$ cat config.mk
export PLATFORM = sky130hd
export DESIGN_NAME = hazard_ctrl
export DESIGN_NICKNAME = d
export VERILOG_FILES = /design/src/rtl/hazard_ctrl_pkg.sv /design/src/rtl/hazard_ctrl_fwd_unit.sv /design/src/rtl/hazard_ctrl.sv
export SDC_FILE = /design/constraint.sdc
export NUM_CORES = 1
export LEC_CHECK = 0
export CAP_MARGIN = 10
export CORE_UTILIZATION = 37
export CTS_CLUSTER_DIAMETER = 120
export DETAILED_ROUTE_END_ITERATION = 7
export GPL_ROUTABILITY_DRIVEN = 0
export GPL_TIMING_DRIVEN = 1
export MAX_ROUTING_LAYER = met4
export PLACE_DENSITY = 0.78
export SYNTH_ARGS = -nofsm -noshare
export SYNTH_HDL_FRONTEND = slang
export SYNTH_SLANG_ARGS = --single-unit
$ cat constraint.sdc
create_clock -name clk -period 2 [get_ports clk]
set_clock_uncertainty 0.15 [all_clocks]
set_input_delay 0.4 -clock clk [delete_from_list [all_inputs] [get_ports clk]]
set_output_delay 0.4 -clock clk [all_outputs]
set_load 0.03 [all_outputs]
$ cat src/rtl/hazard_ctrl_pkg.sv
// Shared types and constants for the pipeline hazard controller.
package hazard_ctrl_pkg;

  localparam int unsigned REG_AW_DEF = 5;

  typedef enum logic [1:0] {
    ST_RUN   = 2'd0,
    ST_STALL = 2'd1,
    ST_FLUSH = 2'd2
  } state_e;

  localparam logic [1:0] FWD_RF    = 2'b00;
  localparam logic [1:0] FWD_EXMEM = 2'b10;
  localparam logic [1:0] FWD_MEMWB = 2'b01;

endpackage

$ cat src/rtl/hazard_ctrl_fwd_unit.sv
// EX-stage ALU operand forward selects; EX/MEM takes priority over MEM/WB.
module fwd_unit
  import hazard_ctrl_pkg::*;
#(
  parameter int unsigned REG_AW = REG_AW_DEF
) (
  input  logic [REG_AW-1:0] ex_rs,
  input  logic [REG_AW-1:0] ex_rt,
  input  logic [REG_AW-1:0] exmem_rd,
  input  logic              exmem_reg_write,
  input  logic [REG_AW-1:0] memwb_rd,
  input  logic              memwb_reg_write,
  output logic [1:0]        fwd_a,
  output logic [1:0]        fwd_b
);

  function automatic logic reg_match(input logic w, input logic [REG_AW-1:0] rd,
                                     input logic [REG_AW-1:0] src);
    return w && (rd != '0) && (rd == src);
  endfunction

  function automatic logic [1:0] sel(input logic [REG_AW-1:0] src);
    if (reg_match(exmem_reg_write, exmem_rd, src))      return FWD_EXMEM;
    else if (reg_match(memwb_reg_write, memwb_rd, src)) return FWD_MEMWB;
    else                                                return FWD_RF;
  endfunction

  always_comb begin
    fwd_a = sel(ex_rs);
    fwd_b = sel(ex_rt);
  end

endmodule

$ cat src/rtl/hazard_ctrl.sv
// Hazard controller: stall/bubble/flush control, forward selects, stall counter.
// Define FORWARD_EN to enable EX forwarding (hazards reduce to load-use only).
module hazard_ctrl
  import hazard_ctrl_pkg::*;
#(
  parameter int unsigned REG_AW       = REG_AW_DEF,
  parameter int unsigned FLUSH_CYCLES = 1,
  parameter int unsigned CNT_W        = 16
) (
  input  logic              clk,
  input  logic              reset,
  input  logic [REG_AW-1:0] id_rs,
  input  logic [REG_AW-1:0] id_rt,
  input  logic [REG_AW-1:0] ex_rs,
  input  logic [REG_AW-1:0] ex_rt,
  input  logic [REG_AW-1:0] idex_rd,
  input  logic              idex_reg_write,
  input  logic              idex_mem_read,
  input  logic [REG_AW-1:0] exmem_rd,
  input  logic              exmem_reg_write,
  input  logic [REG_AW-1:0] memwb_rd,
  input  logic              memwb_reg_write,
  input  logic              branch_taken,
  output logic              pc_write,
  output logic              ifid_write,
  output logic              ifid_flush,
  output logic              idex_bubble,
  output logic [1:0]        fwd_a,
  output logic [1:0]        fwd_b,
  output logic [CNT_W-1:0]  stall_cnt
);

  localparam logic [2:0] FLUSH_INIT = 3'(FLUSH_CYCLES - 1);

  state_e             state_q, state_d;
  logic [2:0]         flush_cnt_q, flush_cnt_d;
  logic [CNT_W-1:0]   stall_cnt_q, stall_cnt_d;
  logic               hazard;
  logic [1:0]         fwd_a_raw, fwd_b_raw;

  function automatic logic reg_match(input logic w, input logic [REG_AW-1:0] rd,
                                     input logic [REG_AW-1:0] src);
    return w && (rd != '0) && (rd == src);
  endfunction

`ifdef FORWARD_EN
  always_comb begin
    hazard = idex_mem_read &&
             (reg_match(idex_reg_write, idex_rd, id_rs) ||
              reg_match(idex_reg_write, idex_rd, id_rt));
  end

  fwd_unit #(
    .REG_AW (REG_AW)
  ) u_fwd (
    .ex_rs           (ex_rs),
    .ex_rt           (ex_rt),
    .exmem_rd        (exmem_rd),
    .exmem_reg_write (exmem_reg_write),
    .memwb_rd        (memwb_rd),
    .memwb_reg_write (memwb_reg_write),
    .fwd_a           (fwd_a_raw),
    .fwd_b           (fwd_b_raw)
  );
`else
  // Without forwarding, producers in EX or MEM must drain; WB is covered by write-before-read.
  always_comb begin
    hazard = reg_match(idex_reg_write,  idex_rd,  id_rs) ||
             reg_match(idex_reg_write,  idex_rd,  id_rt) ||
             reg_match(exmem_reg_write, exmem_rd, id_rs) ||
             reg_match(exmem_reg_write, exmem_rd, id_rt);
    fwd_a_raw = FWD_RF;
    fwd_b_raw = FWD_RF;
  end

  logic unused_fwd_inputs;
  assign unused_fwd_inputs = ^{ex_rs, ex_rt, memwb_rd, memwb_reg_write, idex_mem_read};
`endif

  always_comb begin
    state_d     = state_q;
    flush_cnt_d = flush_cnt_q;
    pc_write    = 1'b1;
    ifid_write  = 1'b1;
    ifid_flush  = 1'b0;
    idex_bubble = 1'b0;
    fwd_a       = fwd_a_raw;
    fwd_b       = fwd_b_raw;

    if (branch_taken) begin
      state_d     = ST_FLUSH;
      flush_cnt_d = FLUSH_INIT;
    end else begin
      unique case (state_q)
        ST_RUN:   state_d = hazard ? ST_STALL : ST_RUN;
        ST_STALL: state_d = hazard ? ST_STALL : ST_RUN;
        ST_FLUSH: begin
          if (flush_cnt_q == '0) state_d = ST_RUN;
          else                   flush_cnt_d = flush_cnt_q - 3'd1;
        end
        default:  state_d = ST_RUN;
      endcase
    end

    if (branch_taken || state_q == ST_FLUSH) begin
      ifid_flush  = 1'b1;
      idex_bubble = 1'b1;
    end else if (hazard) begin
      pc_write    = 1'b0;
      ifid_write  = 1'b0;
      idex_bubble = 1'b1;
    end

    if (reset) begin
      pc_write    = 1'b0;
      ifid_write  = 1'b0;
      ifid_flush  = 1'b1;
      idex_bubble = 1'b1;
      fwd_a       = FWD_RF;
      fwd_b       = FWD_RF;
    end

    stall_cnt_d = stall_cnt_q;
    if (!pc_write && stall_cnt_q != '1) stall_cnt_d = stall_cnt_q + 1'b1;
  end

  always_ff @(posedge clk) begin
    if (reset) begin
      state_q     <= ST_RUN;
      flush_cnt_q <= '0;
      stall_cnt_q <= '0;
    end else begin
      state_q     <= state_d;
      flush_cnt_q <= flush_cnt_d;
      stall_cnt_q <= stall_cnt_d;
    end
  end

  assign stall_cnt = stall_cnt_q;

endmodule

Word level (Yosys, flattened, before mapping)
Index checks and enable logic that the tools add are counted.
Storage, ports and cells
  register bits after elaboration: 21
  bits in latches: 0
  memory bits (writable): 0
  memory bits (read-only): 0
  input port bits: 42
  output and inout bits: 24
  word-level logic and storage cells: 47
  memories kept: 0
Operators by class
  $add $sub $neg: 2
  multiply operators: 0
  divide/modulo/power cells: 0
  order comparisons: 0
  equality and inequality tests: 9
  shifts and indexed selects: 0
  mux-type cells: 12
  bitwise logic cells: 1
  reductions and logical operators: 19
Operators by type and width (count)
  equality test 5 bit: 4
  adder 16 x 1 -> 16 bit, second input constant: 1
  inequality test 16 bit, second input constant: 1
  nonzero test 5 bit: 2
  2-to-1 mux 1 bit: 9
  logical AND 1 bit: 7
  logical OR 1 bit: 4
  2-to-1 mux 2 bit: 2
  case mux 2 bit (2 select lines): 1
  OR reduction 2 bit: 2
  logical NOT 3 bit: 1
  inequality test 3 bit, second input constant: 1
  subtractor 3 x 1 -> 3 bit, second input constant: 1
  equality test 2 x 1 -> 1 bit, second input constant: 1
  equality test 2 bit, second input constant: 1
  logical NOT 2 bit: 1
  inequality test 2 bit, second input constant: 1
  AND reduction 2 bit: 1
  logical NOT 1 bit: 1
  NOT 1 bit: 1

Depth between registers and ports, before layout
Gate-level depths: netlist of run 1.
  depth after elaboration: 11
  gate-level depth with buffers: 8
  depth with buffers taken out: 7

Worst setup path before layout of run 1
OpenSTA, ideal clock, no wires.
  path type: input-to-output
  start point: input exmem_rd[1]
  end point: output pc_write
  data arrival time: 2112 ps
  required time: 1450 ps
  slack: -662 ps
  stages: 7
  path buffers: 2
  cell sequence: or4_1 -> o21ai_1 -> o22a_2 -> buf_6 -> nor2_1 -> nor2_1 -> buf_4
On the way
  word-level cells in the longest chain between the ends: 8
  elaborated cells between the ends (all ways): 11
  classes of those cells: eq/ne (2); mux (3); reduce/logical (6)
RTL lines
  start, declared: line hazard_ctrl.sv:19  | input logic [REG_AW-1:0] exmem_rd,
  nonzero test 5 bit: line hazard_ctrl.sv:43  | return w && (rd != '0) && (rd == src);
  logical AND 1 bit (2 in series): line hazard_ctrl.sv:43
  logical OR 1 bit: line hazard_ctrl.sv:69  | reg_match(idex_reg_write, idex_rd, id_rt) ||
  logical OR 1 bit (*): line hazard_ctrl.sv:70  | reg_match(exmem_reg_write, exmem_rd, id_rs) ||
  2-to-1 mux 1 bit (*) (3 in series)
  end, declared: line hazard_ctrl.sv:24  | output logic pc_write,
Mark *: on every way between the ends. The rest lies on a longest branch, timed or not.

Worst setup path in the final report of run 1
  start point: input exmem_rd[2]
  end point: output pc_write
On the way
  word-level cells in the longest chain between the ends: 8
  elaborated cells between the ends (all ways): 11
  classes of those cells: eq/ne (2); mux (3); reduce/logical (6)
RTL lines
  nonzero test 5 bit: line hazard_ctrl.sv:43
  logical AND 1 bit (2 in series): line hazard_ctrl.sv:43
  logical OR 1 bit: line hazard_ctrl.sv:69
  logical OR 1 bit (*): line hazard_ctrl.sv:70
  2-to-1 mux 1 bit (*): line hazard_ctrl.sv:108  | end else if (hazard) begin
  2-to-1 mux 1 bit (*): line hazard_ctrl.sv:105  | if (branch_taken || state_q == ST_FLUSH) begin
  2-to-1 mux 1 bit (*): line hazard_ctrl.sv:114  | if (reset) begin
Marked as above.

==> out/metrics.cfg, run 1 <==
[run_status]
status = finished with violations
violations = setup timing

[worst_setup_path]
critPathMaxFanout = 3
critPathRequiredTime_ns = 1.45
critPathCaptureType = output port
cp_top_family = buffers and inverters
cp.arrival_ns = 1.82
path_class = primary input to output port
slowest_stage = o22a_4
cp_num_buf_inv = 4
slowest_delay_ns = 0.26
cp_common_cell = buf_6
path_cells = buf_6 -> buf_6 -> xor2_2 -> nor3_2 -> a22oi_2 -> o22a_4 -> buf_12 -> nor2_4 -> nor2_4 -> buf_6
worstSetupStartpointType = primary input

[floorplanning]
initial_utilization_pct = 38.9
die_area_um2 = 4160
rows = 22
dieWidth_um = 64.5
coreArea_um2 = 3720
die_h_um = 64.5
io_pins = 66

[sta]
fin_ws_ns = -0.374
final.min_clock_period_ns = 2.37
finalCritPeriodShare_pct = 119
drv_slew = 0
max_freq_mhz = 421
setup_viol = 19
final_hold_viol_count = 0
rsz0062_at_grt = true
hold_ws_ns = 0.297

[cells_and_area]
multi_input_area_um2 = 1100
final.fill_count = 304
ff_latch_area_um2 = 428
fin_util_pct = 67.7
drive_above_1_share_pct = 41.2
nNetsFinal = 308
final_area_um2 = 2510
syn_to_final_growth_pct = 73.9
antenna_cells = 0

[placement]
placed_area_um2 = 2110
port_buffers = 44
dp_hpwl_um = 2700
preCtsSetupSlack_ns = -0.980

[drt]
vias = 1671
drt-total-wl_um = 4480
drtPass1Iterations = 4
wire_per_inst_um = 14.4
detail-route-antenna-nets = 0
drc_errors = 0
routed_via_density = 5.39
drt-initial-drc-count = 135

[synthesis]
synth_area_um2 = 1450
synth.area.top_cells = dfxtp_1 (29%), xor2_1 (12%), or4_1 (5.2%)
netlist_instances = 173
netlist.area_leader.share_pct = 29.1
synth-main-ff-cell = dfxtp_1
yosysWarnings = 0
synth.most_common_cell = dfxtp_1
seq_area_frac_synth_pct = 29.1
synth_common_cells = dfxtp_1 (21), xor2_1 (20), nor2_1 (17)
ys_ff_latch = 21
yosysUniqueCellTypes = 45
synth_edf_count = 0
async_reset_ff_share_pct = 0
synth_top_area_cell = dfxtp_1
postSynthAreaPerCell_um2 = 8.36

[grt]
antenna_found_initial = 0
overflow = 0
grt_pass1_wl_um = 6660
grt_max_degree = 25
first_global_vias = 1537
grt_usage_pct = 21.2

[clocking]
cts_tree = yes
cts.clk_slew.worst_paths_ns = 0.09
clock_path_buffers = 2
clock-sinks = 21
clk_latency_ns = 0.28
htreeDepth = 1
cts_root_buf = clkbuf_8
cts_buffers = 3
hold_buffers = 0

[flow_run]
drv_cap = 0

[power_and_ir_drop]
cellLeakagePower_uw = 0.000977
power_density_nw_per_um2 = 407
total_power_uw = 1020
irDropWorstVdd_uv = 221

[min_path]
hold_path.class = flop to flop

## placed cells by master (no fill, tap or decap), drive strengths merged, types with 2 or more instances in the layout
cell type	n
clkdlybuf4s15	5
nor4	2
nor3	7
dfxtp	21
xnor2	2
a21oi	12
o21ai	4
nand3	8
ha	3
a31oi	2
o31ai	8
conb	4
dlygate4sd2	6
buf	61
nand4	2
a221oi	2
nor2b	2
nor2	17
nand2	9
a22oi	2
or4	11
inv	7
and3	2
and4	2
clkdlybuf4s50	18
clkbuf	6
xor2	20
mux2	2
## area by class of cell
type,instances,area share (%)
clock inverters,1,0.199
clock buffers,3,1.64
flip-flops and latches,21,17.0
inverters,7,1.04
well taps,48,2.39
repair buffers,94,34.0
multi-input cells,136,43.7
## final timing paths
path | start | slack, ns | endpoint | depth (start not counted)
max reg2reg | stall_cnt[1] | -0.12 | stall_cnt[14] | 8
min reg2reg | state_q[1] | 0.30 | state_q[0] | 1
max | exmem_rd[2] | -0.37 | pc_write | 10
min | state_q[1] | 0.30 | state_q[0] | 1
## routing by layer
layer  wire [µm]  vias to the layer above  global-route usage [%]
li1            -                      800                       -
met1        1780                      796                    23.4
met2        2340                       60                    37.6
met3         179                       15                    2.82
met4         179                        0                    10.0
met5           0                        -                       -
## sequential cells by signal, summed over array words and instances (netlist names)
| register | flops |
|---|---|
| flush_cnt_q | 3 |
| stall_cnt | 16 |
| state_q | 2 |
## worst register-to-register path, stage by stage, from the launching register on
cell and delay (ns):
dfxtp_2 0.37, ha_1 0.21, nand2_1 0.09, nor2_2 0.17, buf_4 0.19, and3_1 0.20, inv_1 0.05, o31a_1 0.28
a311oi_1 0.30
## logic make-up after synthesis
logic type	share of synthesized area (%)
other	0.259
adders and majority gates	2.60
and+or+nand+nor	26.7
DFF	29.1
buffers and inverters	8.82
muxes	1.56
xor gates and xnor gates	13.3
AOI/OAI and AO/OA	17.6
## through the flow
step	cells	TNS [ns]
6_report	310	-4.18
5_1_grt	310	-5.25
4_1_cts	305	-5.16
3_5_place_dp	285	-15.61
3_3_place_gp	285	-15.05
2_1_floorplan	176	-1.12
## report_power, final
group / switching [µW] / internal, µW
sequential: 1.10 / 420
combinational: 152 / 156
clock: 155 / 140
## repair_timing
action / CTS / global route
resized for setup: 86 / 31
cloned: 1 / 0
buffers inserted: 16 / 6
pin swaps: 35 / 18
endpoints found under the setup margin: 20 / 21
(Power assumes the default switching activity.)
==> inputs of run 2 (changes only) <==
--- a/config.mk
+++ b/config.mk
@@ -5,7 +5,7 @@
 export SDC_FILE = /design/constraint.sdc
 export NUM_CORES = 1
 export LEC_CHECK = 0
-export CAP_MARGIN = 10
+export CAP_MARGIN = 30
 export CORE_UTILIZATION = 37
 export CTS_CLUSTER_DIAMETER = 120
 export DETAILED_ROUTE_END_ITERATION = 7
==> results of run 2 <==
Final layout, timing and power as in run 1 (identical DEF).
